==> src/rtl/seg7_scan_mux.sv <==
// ---------------------------------------------------------------------------
// seg7_scan_mux
//
// Time-multiplexed scanner for a common-anode, multi-digit 7-segment display.
// A packed multi-digit hex value is double-buffered: writes land in a pending
// shadow and are copied to the active copy only on the last cycle of a frame.
// A frame is one full pass over every digit, so the display never shows a mix
// of old and new digits.
// Each digit gets a slot of REFRESH_DIV cycles. The first BLANK_CYCLES cycles
// of every slot keep all anodes off, so the previous digit's segments cannot
// ghost onto the next one. During blanking the nibble output already carries
// the new digit, which gives the external decoder time to settle.
//
// Ports
//   clk          system clock, rising edge
//   rst_n        asynchronous active-low reset
//   value_in     packed digits, nibble i = bits [4i+3:4i], digit 0 rightmost
//   load         capture value_in / dp_in this cycle
//   dp_in        decimal point per digit, active-high
//   digit_en     per-digit enable, 0 = never lit (used live, not buffered)
//   lz_en        leading-zero suppression enable (used live)
//   hex          nibble for the current slot, to the hex-to-segment decoder
//   an_n         digit anodes, active-low, at most one low at a time
//   dp_n         decimal point, active-low
//   frame_start  one-cycle pulse on the first cycle of a new frame
//
// All outputs are registered. The value after edge k is computed from the
// slot position and active data held just before edge k, so no input reaches
// an output combinationally.
// ---------------------------------------------------------------------------
module seg7_scan_mux #(
  parameter int NUM_DIGITS   = 8,
  parameter int REFRESH_DIV  = 50000,
  parameter int BLANK_CYCLES = 16
) (
  input  logic                    clk,
  input  logic                    rst_n,
  input  logic [4*NUM_DIGITS-1:0] value_in,
  input  logic                    load,
  input  logic [NUM_DIGITS-1:0]   dp_in,
  input  logic [NUM_DIGITS-1:0]   digit_en,
  input  logic                    lz_en,
  output logic [3:0]              hex,
  output logic [NUM_DIGITS-1:0]   an_n,
  output logic                    dp_n,
  output logic                    frame_start
);

  localparam int CNT_W = $clog2(REFRESH_DIV);
  localparam int IDX_W = $clog2(NUM_DIGITS);

  localparam logic [CNT_W-1:0] CNT_LAST = CNT_W'(REFRESH_DIV - 1);
  localparam logic [CNT_W-1:0] CNT_SHOW = CNT_W'(BLANK_CYCLES);
  localparam logic [IDX_W-1:0] IDX_LAST = IDX_W'(NUM_DIGITS - 1);

  // -------------------------------------------------------------------------
  // Scan position: cycle-in-slot counter and digit index
  // -------------------------------------------------------------------------
  logic [CNT_W-1:0] cnt_reg, cnt_next;
  logic [IDX_W-1:0] idx_reg, idx_next;
  logic             cnt_wrap;
  logic             boundary;

  assign cnt_wrap = (cnt_reg == CNT_LAST);
  // Last cycle of the last slot: the only cycle where the active data changes.
  assign boundary = cnt_wrap && (idx_reg == IDX_LAST);

  always_comb begin
    cnt_next = cnt_reg + 1'b1;
    idx_next = idx_reg;
    if (cnt_wrap) begin
      cnt_next = '0;
      idx_next = (idx_reg == IDX_LAST) ? '0 : idx_reg + 1'b1;
    end
  end

  always_ff @(posedge clk or negedge rst_n) begin
    if (!rst_n) begin
      cnt_reg <= '0;
      idx_reg <= '0;
    end else begin
      cnt_reg <= cnt_next;
      idx_reg <= idx_next;
    end
  end

  // -------------------------------------------------------------------------
  // Double buffer: pending shadow plus the active copy that is displayed
  // -------------------------------------------------------------------------
  logic [4*NUM_DIGITS-1:0] pending_reg, pending_next;
  logic [NUM_DIGITS-1:0]   pending_dp_reg, pending_dp_next;
  logic                    pend_v_reg, pend_v_next;
  logic [4*NUM_DIGITS-1:0] active_reg, active_next;
  logic [NUM_DIGITS-1:0]   active_dp_reg, active_dp_next;

  always_comb begin
    pending_next    = pending_reg;
    pending_dp_next = pending_dp_reg;
    pend_v_next     = pend_v_reg;
    active_next     = active_reg;
    active_dp_next  = active_dp_reg;

    if (boundary) begin
      if (load) begin
        // A load on the boundary bypasses the shadow entirely. Clearing
        // pend_v stops an older pending value from being applied one frame
        // later on top of this newer one.
        active_next    = value_in;
        active_dp_next = dp_in;
        pend_v_next    = 1'b0;
      end else if (pend_v_reg) begin
        active_next    = pending_reg;
        active_dp_next = pending_dp_reg;
        pend_v_next    = 1'b0;
      end
    end else if (load) begin
      // Later loads in the same frame simply overwrite the shadow.
      pending_next    = value_in;
      pending_dp_next = dp_in;
      pend_v_next     = 1'b1;
    end
  end

  always_ff @(posedge clk or negedge rst_n) begin
    if (!rst_n) begin
      pending_reg    <= '0;
      pending_dp_reg <= '0;
      pend_v_reg     <= 1'b0;
      active_reg     <= '0;
      active_dp_reg  <= '0;
    end else begin
      pending_reg    <= pending_next;
      pending_dp_reg <= pending_dp_next;
      pend_v_reg     <= pend_v_next;
      active_reg     <= active_next;
      active_dp_reg  <= active_dp_next;
    end
  end

  // -------------------------------------------------------------------------
  // Per-digit views of the active data
  //   nib[i]         active nibble of digit i
  //   upper_clear[i] digits i..NUM_DIGITS-1 are all zero and carry no decimal
  //                  point. This is the leading-zero condition for digit i.
  //                  It is built as a chain from the most significant digit
  //                  down to digit 0.
  // -------------------------------------------------------------------------
  logic [3:0]            nib [NUM_DIGITS];
  logic [NUM_DIGITS-1:0] upper_clear;

  generate
    for (genvar gi = 0; gi < NUM_DIGITS; gi++) begin : g_digit
      logic digit_clear;

      assign nib[gi]     = active_reg[4*gi +: 4];
      assign digit_clear = (nib[gi] == 4'h0) && !active_dp_reg[gi];

      if (gi == NUM_DIGITS - 1) begin : g_top
        assign upper_clear[gi] = digit_clear;
      end else begin : g_chain
        assign upper_clear[gi] = digit_clear && upper_clear[gi+1];
      end
    end
  endgenerate

  // -------------------------------------------------------------------------
  // Output decode for the current slot
  // -------------------------------------------------------------------------
  logic                  show_phase;
  logic                  lz_blank;
  logic                  lit;
  logic [3:0]            hex_next;
  logic [NUM_DIGITS-1:0] an_n_next;
  logic                  dp_n_next;
  logic                  frame_start_next;

  assign show_phase = (cnt_reg >= CNT_SHOW);
  // Digit 0 is never blanked, so a value of all zeros still shows "0".
  assign lz_blank   = lz_en && (idx_reg != '0) && upper_clear[idx_reg];
  assign lit        = show_phase && digit_en[idx_reg] && !lz_blank;

  always_comb begin
    hex_next         = nib[idx_reg];
    an_n_next        = '1;
    dp_n_next        = 1'b1;
    frame_start_next = boundary;
    if (lit) begin
      an_n_next[idx_reg] = 1'b0;
      dp_n_next          = !active_dp_reg[idx_reg];
    end
  end

  always_ff @(posedge clk or negedge rst_n) begin
    if (!rst_n) begin
      hex         <= 4'h0;
      an_n        <= '1;
      dp_n        <= 1'b1;
      frame_start <= 1'b0;
    end else begin
      hex         <= hex_next;
      an_n        <= an_n_next;
      dp_n        <= dp_n_next;
      frame_start <= frame_start_next;
    end
  end

endmodule

==> config.mk <==
export PLATFORM = sky130hd
export DESIGN_NAME = seg7_scan_mux
export DESIGN_NICKNAME = d
export VERILOG_FILES = /design/src/rtl/seg7_scan_mux.sv
export SDC_FILE = /design/constraint.sdc
export NUM_CORES = 1
export LEC_CHECK = 0
export ABC_AREA = 0
export BUFFER_PORTS_ARGS = -buffer_cell sky130_fd_sc_hd__buf_4
export CORE_UTILIZATION = 30
export CTS_BUF_LIST = sky130_fd_sc_hd__clkbuf_2 sky130_fd_sc_hd__clkbuf_4 sky130_fd_sc_hd__clkbuf_8
export DETAILED_ROUTE_END_ITERATION = 12
export GPL_TIMING_DRIVEN = 0
export PLACE_DENSITY = 0.57
export SLEW_MARGIN = 20
export SYNTH_ARGS = -nofsm -noshare
export SYNTH_HDL_FRONTEND = slang
export SYNTH_SLANG_ARGS = --single-unit
==> constraint.sdc <==
create_clock -name clk -period 2.1 [get_ports clk]
set_input_delay 0.21 -clock clk [delete_from_list [all_inputs] [get_ports clk]]
set_output_delay 0.21 -clock clk [all_outputs]
set_load 0.01 [all_outputs]
==> impl_metrics.json, run 1 <==
{
  "status": "finished clean",
  "post-route-period-util_pct": 99.87,
  "power.internal_uw": 3532,
  "dp.cells": 766,
  "r2r_cells": 9,
  "synth_cells": 473,
  "start_util_pct": 30.56,
  "drt_pre_antenna_iters": 5,
  "hp-start": "value_in[16]",
  "postPlaceCellArea_mm2": 0.006241,
  "holdPathEnd": "pending_reg[16]",
  "drive_gt1_share_pct": 34.55,
  "p_clk_share_pct": 41.2,
  "max_stage_delay_ns": 0.38,
  "path_max_fanout": 5,
  "ys_warn_count": 0,
  "hp-class": "primary input to flip-flop",
  "fillers": 1737,
  "num_rows": 49,
  "clk_pin_slew_ns": 0.07,
  "r2r_start": "idx_reg[1]",
  "skew_ns": 0.01708,
  "cpMostUsedCell": "buf_8",
  "dieHeight_um": 137.0,
  "swShare_pct": 25.46,
  "crit_arrival_ns": 2.46,
  "slew_viol_final": 0,
  "synth.top_cell.area_share_pct": 48.03,
  "wirelength_um": 13990,
  "antenna_cells": 0,
  "pwr-share-seq_pct": 48.9,
  "setup_viol": 0,
  "clk_latency_ns": 0.44,
  "fin_nets": 675,
  "ant_nets": 0,
  "drt-wirelength-per-cell_um": 16.26,
  "hpwl_um": 9589,
  "critical_path.cell_chain": "buf_8 > clkinvlp_4 > buf_8 > ha_4 > nor4_4 > and4_4 > o2111ai_4 > nand3b_1 > nand4_1",
  "peakVddDrop_v": 0.0003258,
  "fp.dieArea_mm2": 0.01878,
  "synth_seq_cells": 114,
  "crit_slowest_cell": "dfrtp_1",
  "whs_path_depth": 2,
  "power_switching_uw": 1206,
  "grt_max_degree": 115,
  "syn_area_mm2": 0.005470,
  "synth.avg_cell_area_um2": 11.57,
  "drc": 0,
  "htreeDepth": 4,
  "yosysUniqueCellTypes": 51,
  "power_density_mw_per_mm2": 636.4,
  "reg2reg_to": "an_n[0]",
  "reg2reg_slack_ns": 0.003,
  "critPathCaptureType": "flip-flop",
  "synth-edff-count": 0,
  "maxSlewHeadroom_pct": 39.42,
  "cts-root-buf": "clkbuf_8",
  "max_freq_mhz": 476.8,
  "rsz0062_at_grt": "yes",
  "fin_setup_tns_ns": 0,
  "fin_crit_ns": 2.097,
  "cts_buffers": 17,
  "critPathKind": "flip-flop to flip-flop",
  "cts_tree": "done",
  "power_frac_comb_pct": 9.9,
  "die_w_um": 137.0,
  "netlist_top_cells_area": "dfrtp_1 (48%), mux2_4 (11%), mux2i_1 (8.4%), o21ai_0 (4.6%), dfstp_2 (4.3%)",
  "grt_pass1_vias": 4204,
  "antenna_found_initial": 0,
  "drv_cap": 0,
  "regArea_mm2": 0.002864,
  "grtUsageTotal_pct": 16.00,
  "vias": 4142,
  "syn2layout_area_growth_pct": 36.12,
  "synth_nets": 530,
  "overflow": 0,
  "clockBufferDepth": 2,
  "core_mm2": 0.01790,
  "leakagePower_uw": 0.003458,
  "worst_pin_slew_ns": 0.9087,
  "dominantRegCellSynth": "dfrtp_1",
  "via_per_inst": 4.816,
  "fin_area_mm2": 0.007446,
  "cts_sinks": 114,
  "gp_congestion": 0.8542,
  "final_cells": 860,
  "critPathLaunchType": "flip-flop",
  "hold_viol": 0,
  "synthArstFlopShare_pct": 100.0,
  "yosysSeqAreaShare_pct": 52.36,
  "grt_pass1_wl_um": 22530,
  "placement.io_buffers": 64,
  "drt_first_iter_violations": 221,
  "multi_input_area_mm2": 0.002546,
  "synth.largest_area_cell": "dfrtp_1",
  "worstPathRequired_ns": 2.46,
  "io_pins": 66
}
[layer usage]
metal  GRT usage [%]  up-vias  part of all wire [%]
met4           4.884        0                   1.2
met5               0        -                     0
li1                -     1984                     -
met3           4.370       16                   4.8
met2           24.86       93                    47
met1           21.57     2049                    47
[layout by cell type, fill, tap and decap left out, types with 4 or more instances in the layout]
cell type        n
and3_1           6
buf_4           85
buf_8            7
clkbuf_1         9
clkbuf_2         4
clkbuf_8        25
clkinvlp_4       7
dfrtp_1        105
dfstp_2          9
dlygate4sd3_1   39
inv_1            5
inv_6            4
mux2_4          40
mux2i_1         46
nand2_1         45
nand2_2          4
nand3_1         16
nand4_1         11
nor2_1          23
nor3_1           4
o21ai_0         12
o21ai_1         32
o21ai_2          6
or4_1            4
xnor2_1          6
xor2_1           7
[Yosys cell counts, drive strengths merged, types with 4 or more instances]
| library cell | instances |
|---|---|
| dfrtp | 105 |
| o21ai | 50 |
| nand2 | 49 |
| mux2i | 46 |
| mux2 | 43 |
| clkbuf | 25 |
| nor2 | 24 |
| nand3 | 16 |
| nand4 | 11 |
| dfstp | 9 |
| inv | 7 |
| xor2 | 7 |
| and3 | 6 |
| xnor2 | 6 |
| ha | 5 |
| nor4 | 5 |
| or4 | 5 |
| buf | 4 |
| nor3 | 4 |
[how the worst max path moves through the flow]
stage                     depth (start not counted)                end         from  slack (ns)
after floorplan                                   6  pending_dp_reg[0]  cnt_reg[11]        0.04
after global placement                            9            an_n[1]   idx_reg[1]       -0.62
after detailed placement                          9            an_n[0]   idx_reg[1]       -0.71
after CTS                                         6     pending_reg[3]   cnt_reg[7]       -0.08
after global routing                              9            an_n[0]   idx_reg[1]       -0.07
final                                             9            an_n[0]   idx_reg[1]       0.003
[worst max-delay path, delay by kind of cell, from the launching register on]
family | cells | cell delay (ns)
buf+inv | 3 | 0.37
simple gates | 4 | 0.94
compound gates | 1 | 0.17
flops | 1 | 0.38
fa+ha+maj | 1 | 0.16
[cell type report]
cell class,instances,area share [%]
clock inverter,14,1.748
multi-input combinational,323,34.20
timing repair buffer,127,14.38
tap,229,3.848
inverter,7,0.4537
sequential,114,38.46
clock buffer,18,3.327
buffer,28,3.579
[power by group through the flow]
stage                     sequential (uW)  clock (uW)  combinational [uW]
after floorplan                      2350           0                 229
after global placement               2350           0                 396
after detailed placement             2360           0                 405
after CTS                            2320        2010                 474
after global routing                 2320        2110                 512
final                                2320        1950                 469
[repair_timing]
action                                  CTS  global route
pin swaps                                 6             7
endpoints found under the setup margin   93            92
hold endpoints to repair                142             1
resized for setup                        81            36
gates cloned                              1             0
buffers inserted                         10            13
hold buffers                             38             1
[kinds of logic after synthesis]
kind of cell    Yosys count  synth area share (%)
flops                   114                 52.36
xor+xnor                 13                 2.081
buf+inv                  36                 3.019
mux                      89                 20.01
compound gates           78                 8.578
simple gates            138                 12.81
fa+ha+maj                 5                 1.144
[through the flow]
stage | setup WS [ns] | utilization [%] | hold slack, ns | total power [uW]
finish | 0.002645 | 41.59 | 0.03329 | 4739
global route | -0.07281 | 41.59 | 0.002448 | 4949
CTS | -0.08289 | 40.52 | 0.003111 | 4797
detailed placement | -0.7121 | 34.86 | 0.4370 | 2762
global placement | -0.6247 | 34.84 | 0.4551 | 2750
floorplan | 0.04453 | - | -0.08559 | 2575
(Power assumes the default switching activity.)
==> run 2: changes to the inputs <==
CORE_ASPECT_RATIO = 1.75   (was default)
CORE_UTILIZATION = 54   (was 30)
PLACE_DENSITY = 0.87   (was 0.57)
==> run 2 against run 1 <==
The run now ends with negative setup slack left. Utilization increased by 31 points. Register-to-register slack about the same. Cell count decreased by 13%.
==> impl_metrics.json, run 2 (synthesis gave the netlist of run 1 again) <==
{
  "slew_viol_final": 0,
  "drt_first_iter_violations": 336,
  "cts-root-buf": "clkbuf_8",
  "drt_pre_antenna_iters": 5,
  "violations": "negative setup slack",
  "overflow": 0,
  "clk_latency_ns": 0.45,
  "hp-class": "primary input to flip-flop",
  "hpwl_um": 8785,
  "grt_pass1_vias": 4298,
  "die_w_um": 78.08,
  "drive_gt1_share_pct": 32.42,
  "gp_congestion": 0.9405,
  "drt-wirelength-per-cell_um": 17.97,
  "leakagePower_uw": 0.003416,
  "path_max_fanout": 10,
  "multi_input_area_mm2": 0.002484,
  "r2r_start": "cnt_reg[12]",
  "maxSlewHeadroom_pct": 32.41,
  "grtUsageTotal_pct": 27.01,
  "fin_area_mm2": 0.007183,
  "p_total_uw": 5051,
  "fin_setup_tns_ns": -0.07402,
  "reg2reg_slack_ns": -0.009,
  "reg2reg_to": "pending_reg[22]",
  "max_freq_mhz": 474.2,
  "clockBufferDepth": 2,
  "skew_ns": 0.009966,
  "critPathKind": "flip-flop to flip-flop",
  "status": "complete, but fails checks",
  "fin_crit_ns": 2.109,
  "crit_arrival_ns": 2.44,
  "setup_viol": 17,
  "post-route-period-util_pct": 100.4,
  "grt_max_degree": 115,
  "r2r_cells": 6,
  "critPathLaunchType": "flip-flop",
  "io_pins": 66,
  "drv_cap": 0,
  "regArea_mm2": 0.002868,
  "antenna_cells": 0,
  "postPlaceCellArea_mm2": 0.006111,
  "fin_nets": 667,
  "startpoint": "cnt_reg[12]",
  "via_per_inst": 5.770,
  "wirelength_um": 13440,
  "vias": 4316,
  "clk_pin_slew_ns": 0.07,
  "place_ws_ns": -0.3905,
  "critPathCaptureType": "flip-flop",
  "cts_sinks": 114,
  "drc": 0,
  "worstPathRequired_ns": 2.44,
  "num_rows": 48,
  "peakVddDrop_v": 0.0005385,
  "setup_ws_ns": -0.008967,
  "crit_end": "pending_reg[22]",
  "fillers": 669,
  "core_mm2": 0.009849,
  "grt_pass1_wl_um": 21420,
  "ant_nets": 0,
  "worst_pin_slew_ns": 1.014,
  "htreeDepth": 4,
  "placement.io_buffers": 64,
  "syn2layout_area_growth_pct": 31.31,
  "start_util_pct": 55.54,
  "dieHeight_um": 135.1,
  "fp.dieArea_mm2": 0.01055,
  "final_cell_mix": "dfrtp_1 (102), buf_4 (79), nand2_1 (49), mux2i_1 (46), mux2_4 (40)",
  "hold_viol": 0,
  "cts_tree": "done",
  "rsz0062_at_grt": "yes",
  "mostFrequentLayoutCell": "dfrtp_1",
  "power_density_mw_per_mm2": 703.1,
  "cts_buffers": 17,
  "antenna_found_initial": 0
}
-- run 2: changes by cell type in the layout (fill, tap and decap cells not counted), moves of 6 or more --
cell	before	now
o21ai_0	12	39
o21ai_1	32	10
clkbuf_8	25	19
buf_4	85	79
-- run 2: worst min path at each step --
stage | from | endpoint | slack, ns | depth (start not counted)
6_report | value_in[3] | pending_reg[3] | 0.01 | 2
3_3_place_gp | value_in[17] | pending_reg[17] | 0.45 | 2
3_5_place_dp | rst_n | cnt_reg[4] | 0.41 | 1
5_1_grt | dp_in[5] | pending_dp_reg[5] | 0.005 | 2
4_1_cts | value_in[25] | pending_reg[25] | 0.0005 | 2
2_1_floorplan | rst_n | active_dp_reg[0] | -0.09 | 0
-- run 2: power breakdown --
| group | leakage (uW) | total (uW) | internal [uW] | switching (uW) |
|---|---|---|---|---|
| Clock | 0.000219 | 2270 | 1390 | 882 |
| Sequential | 0.00145 | 2320 | 2280 | 45.9 |
| Combinational | 0.00175 | 460 | 279 | 181 |
-- run 2: routing by layer --
layer | track usage [%] | wire length, um | vias up
met4 | 15.64 | 534 | 0
met1 | 30.75 | 5333 | 2139
met5 | 0 | 0 | -
li1 | - | - | 1978
met2 | 46.49 | 7016 | 154
met3 | 5.589 | 560 | 45
-- run 2: critical path, stage by stage (launching register included) --
cell and delay, ns:
dfrtp_1 0.42, or3_4 0.42, nor4_4 0.37, and2_4 0.22
nor2b_4 0.09, buf_8 0.17, mux2_4 0.30
-- run 2: final cells by class --
type / instances / area share [%]
Sequential cell: 114 / 39.92
Multi-Input combinational cell: 323 / 34.58
Timing Repair Buffer: 118 / 14.04
Clock buffer: 22 / 3.954
Buffer: 29 / 2.717
Clock inverter: 10 / 2.195
Tap cell: 125 / 2.177
Inverter: 7 / 0.4180
-- run 2: stage by stage --
stage	hold slack (ns)	std cells	util [%]
after floorplan	-0.08559	473	-
after global placement	0.4523	662	62.00
after detailed placement	0.4145	662	62.04
after CTS	0.0005470	735	71.33
after global routing	0.004760	748	72.93
final	0.01319	748	72.93
-- run 2: repair_timing --
action	4_1_cts	5_1_grt
endpoints found under the setup margin	91	86
hold buffers	33	3
endpoints found under the hold margin	137	3
resized for setup	35	28
gates cloned	2	1
buffers inserted	6	9
pin swaps	5	7
==> run 3: changes to the inputs <==
BUFFER_PORTS_ARGS = default   (was -buffer_cell sky130_fd_sc_hd__buf_4)
CORE_UTILIZATION = 55   (was 54)
DONT_BUFFER_PORTS = 1   (was default)
PLACE_DENSITY = 0.82   (was 0.87)
SKIP_CTS_REPAIR_TIMING = 1   (was default)
==> run 3 against run 2 <==
The run ends with negative hold slack, negative setup slack left. Clock skew increased by 0.0051 ns. Clock-buffer cell count increased by 1. Cell count decreased by 8.3%. Worst setup slack got worse by 0.26 ns. Combinational power decreased by 21%. Global-route usage decreased by 1.1 points. Critical path depth unchanged.
==> impl_metrics.json, run 3 (synthesis gave the netlist of run 1 again) <==
{
  "status": "complete, but fails checks",
  "violations": "negative hold slack, negative setup slack",
  "drt_first_iter_violations": 368,
  "cts_sinks": 114,
  "critPathCaptureType": "flip-flop",
  "drive_gt1_share_pct": 33.33,
  "grt_pass1_wl_um": 20460,
  "cts-root-buf": "clkbuf_8",
  "max_stage_delay_ns": 0.56,
  "critical_path.cell_chain": "or4_4 > nor4_4 > and2_4 > nor2b_4 > buf_12 > mux2_4",
  "power_switching_uw": 1090,
  "antenna_cells": 0,
  "wirelength_um": 13820,
  "ant_nets": 0,
  "hold_viol": 119,
  "rsz0062_at_grt": "yes",
  "drt_pre_antenna_iters": 5,
  "multi_input_area_mm2": 0.002689,
  "final_cell_mix": "dfrtp_1 (102), mux2i_1 (46), mux2_4 (40), dlygate4sd3_1 (40), nand2_2 (26)",
  "grt_max_degree": 115,
  "hp-class": "primary input to asynchronous set/reset pin",
  "fin_crit_ns": 2.372,
  "p_total_uw": 5035,
  "slew_viol_final": 0,
  "critPathLaunchType": "flip-flop",
  "start_util_pct": 57.07,
  "drt-wirelength-per-cell_um": 20.15,
  "die_w_um": 77.39,
  "fillers": 577,
  "critPathKind": "flip-flop to flip-flop",
  "power_density_mw_per_mm2": 713.8,
  "p_clk_share_pct": 46.7,
  "syn2layout_area_growth_pct": 28.96,
  "skew_ns": 0.01509,
  "core_mm2": 0.009585,
  "swShare_pct": 21.64,
  "overflow": 0,
  "worstPathRequired_ns": 2.43,
  "fp.dieArea_mm2": 0.01036,
  "grt_pass1_vias": 4065,
  "peakVddDrop_v": 0.0007666,
  "power_frac_comb_pct": 7.2,
  "cts_buffers": 17,
  "num_rows": 47,
  "crit_slowest_cell": "or4_4",
  "final_util_pct": 73.59,
  "regArea_mm2": 0.002868,
  "dp.cells": 595,
  "pwr-share-seq_pct": 46.2,
  "fin_setup_tns_ns": -16.46,
  "clockBufferDepth": 2,
  "post-route-period-util_pct": 113.0,
  "max_freq_mhz": 421.6,
  "hpwl_um": 8583,
  "place_ws_ns": -0.4583,
  "dieHeight_um": 133.9,
  "via_per_inst": 6.175,
  "htreeDepth": 4,
  "placement.io_buffers": 0,
  "cts_tree": "done",
  "vias": 4236,
  "final_cells": 686,
  "worst_pin_slew_ns": 0.7836,
  "setup_ws_ns": -0.2722,
  "path_max_fanout": 10,
  "setup_viol": 80,
  "crit_arrival_ns": 2.70,
  "clk_latency_ns": 0.45,
  "antenna_found_initial": 0,
  "power.internal_uw": 3945,
  "leakagePower_uw": 0.003267,
  "drv_cap": 0,
  "io_pins": 66,
  "grtUsageTotal_pct": 25.93,
  "timing.hold.ws_ns": -0.5515,
  "clk_pin_slew_ns": 0.07,
  "drc": 0,
  "gp_congestion": 0.9514,
  "maxSlewHeadroom_pct": 47.76,
  "fin_nets": 608,
  "mostFrequentLayoutCell": "dfrtp_1"
}
run 3: cell types whose count changed in the layout (fill, tap and decap cells not counted), sizes merged:
cell	previous run	this run
clkinv	3	4
clkinvlp	4	1
buf	89	32
dlygate4sd3	36	40
inv	6	7
clkbuf	44	39
run 3: path summary, 6_finish.rpt:
kind	startpoint	to	depth (start not counted)	slack, ns
setup reg to reg	cnt_reg[7]	pending_reg[23]	6	-0.27
hold reg to reg	cnt_reg[13]	cnt_reg[13]	1	0.50
hold / removal	rst_n	cnt_reg[4]	0	-0.55
min in group clk	value_in[17]	active_reg[17]	2	-0.01
max in group asynchronous	rst_n	an_n[7]	0	2.44
setup / recovery	cnt_reg[7]	pending_reg[23]	6	-0.27
run 3: worst max-delay path: cells and delay by family, from the launching register on:
| family | cells | cell delay [ns] |
|---|---|---|
| buf+inv | 1 | 0.17 |
| flops | 1 | 0.42 |
| mux | 1 | 0.30 |
| simple gates | 4 | 1.35 |
run 3: layout make-up:
| class | instances | share of cell area (%) |
|---|---|---|
| multi-input combinational | 323 | 38.12 |
| inverter | 7 | 0.3725 |
| buffer | 28 | 3.281 |
| sequential | 114 | 40.65 |
| tap | 122 | 2.164 |
| clock buffer | 23 | 4.310 |
| clock inverter | 9 | 2.146 |
| timing repair buffer | 60 | 8.957 |
run 3: metrics by stage:
| step | hold WS [ns] | cell area, um^2 |
|---|---|---|
| after floorplan | -0.08559 | 5470 |
| after global placement | -0.08269 | 5623 |
| after detailed placement | -0.08353 | 5623 |
| after CTS | -0.5633 | 6078 |
| after global routing | -0.5668 | 7054 |
| final | -0.5515 | 7054 |
run 3: power groups by stage:
stage          sequential (uW)  clock (uW)  combinational, uW
6_report                  2320        2350                362
5_1_grt                   2330        2460                387
4_1_cts                   2320        2360                268
3_5_place_dp              2360           0                265
3_3_place_gp              2350           0                259
2_1_floorplan             2350           0                229
run 3: metal layers:
metal	vias to the layer above	track usage, %	routed length [um]
li1	1860	-	-
met1	2115	30.59	5164
met2	204	42.43	7282
met3	57	6.667	745
met4	0	15.20	630
met5	-	0	0
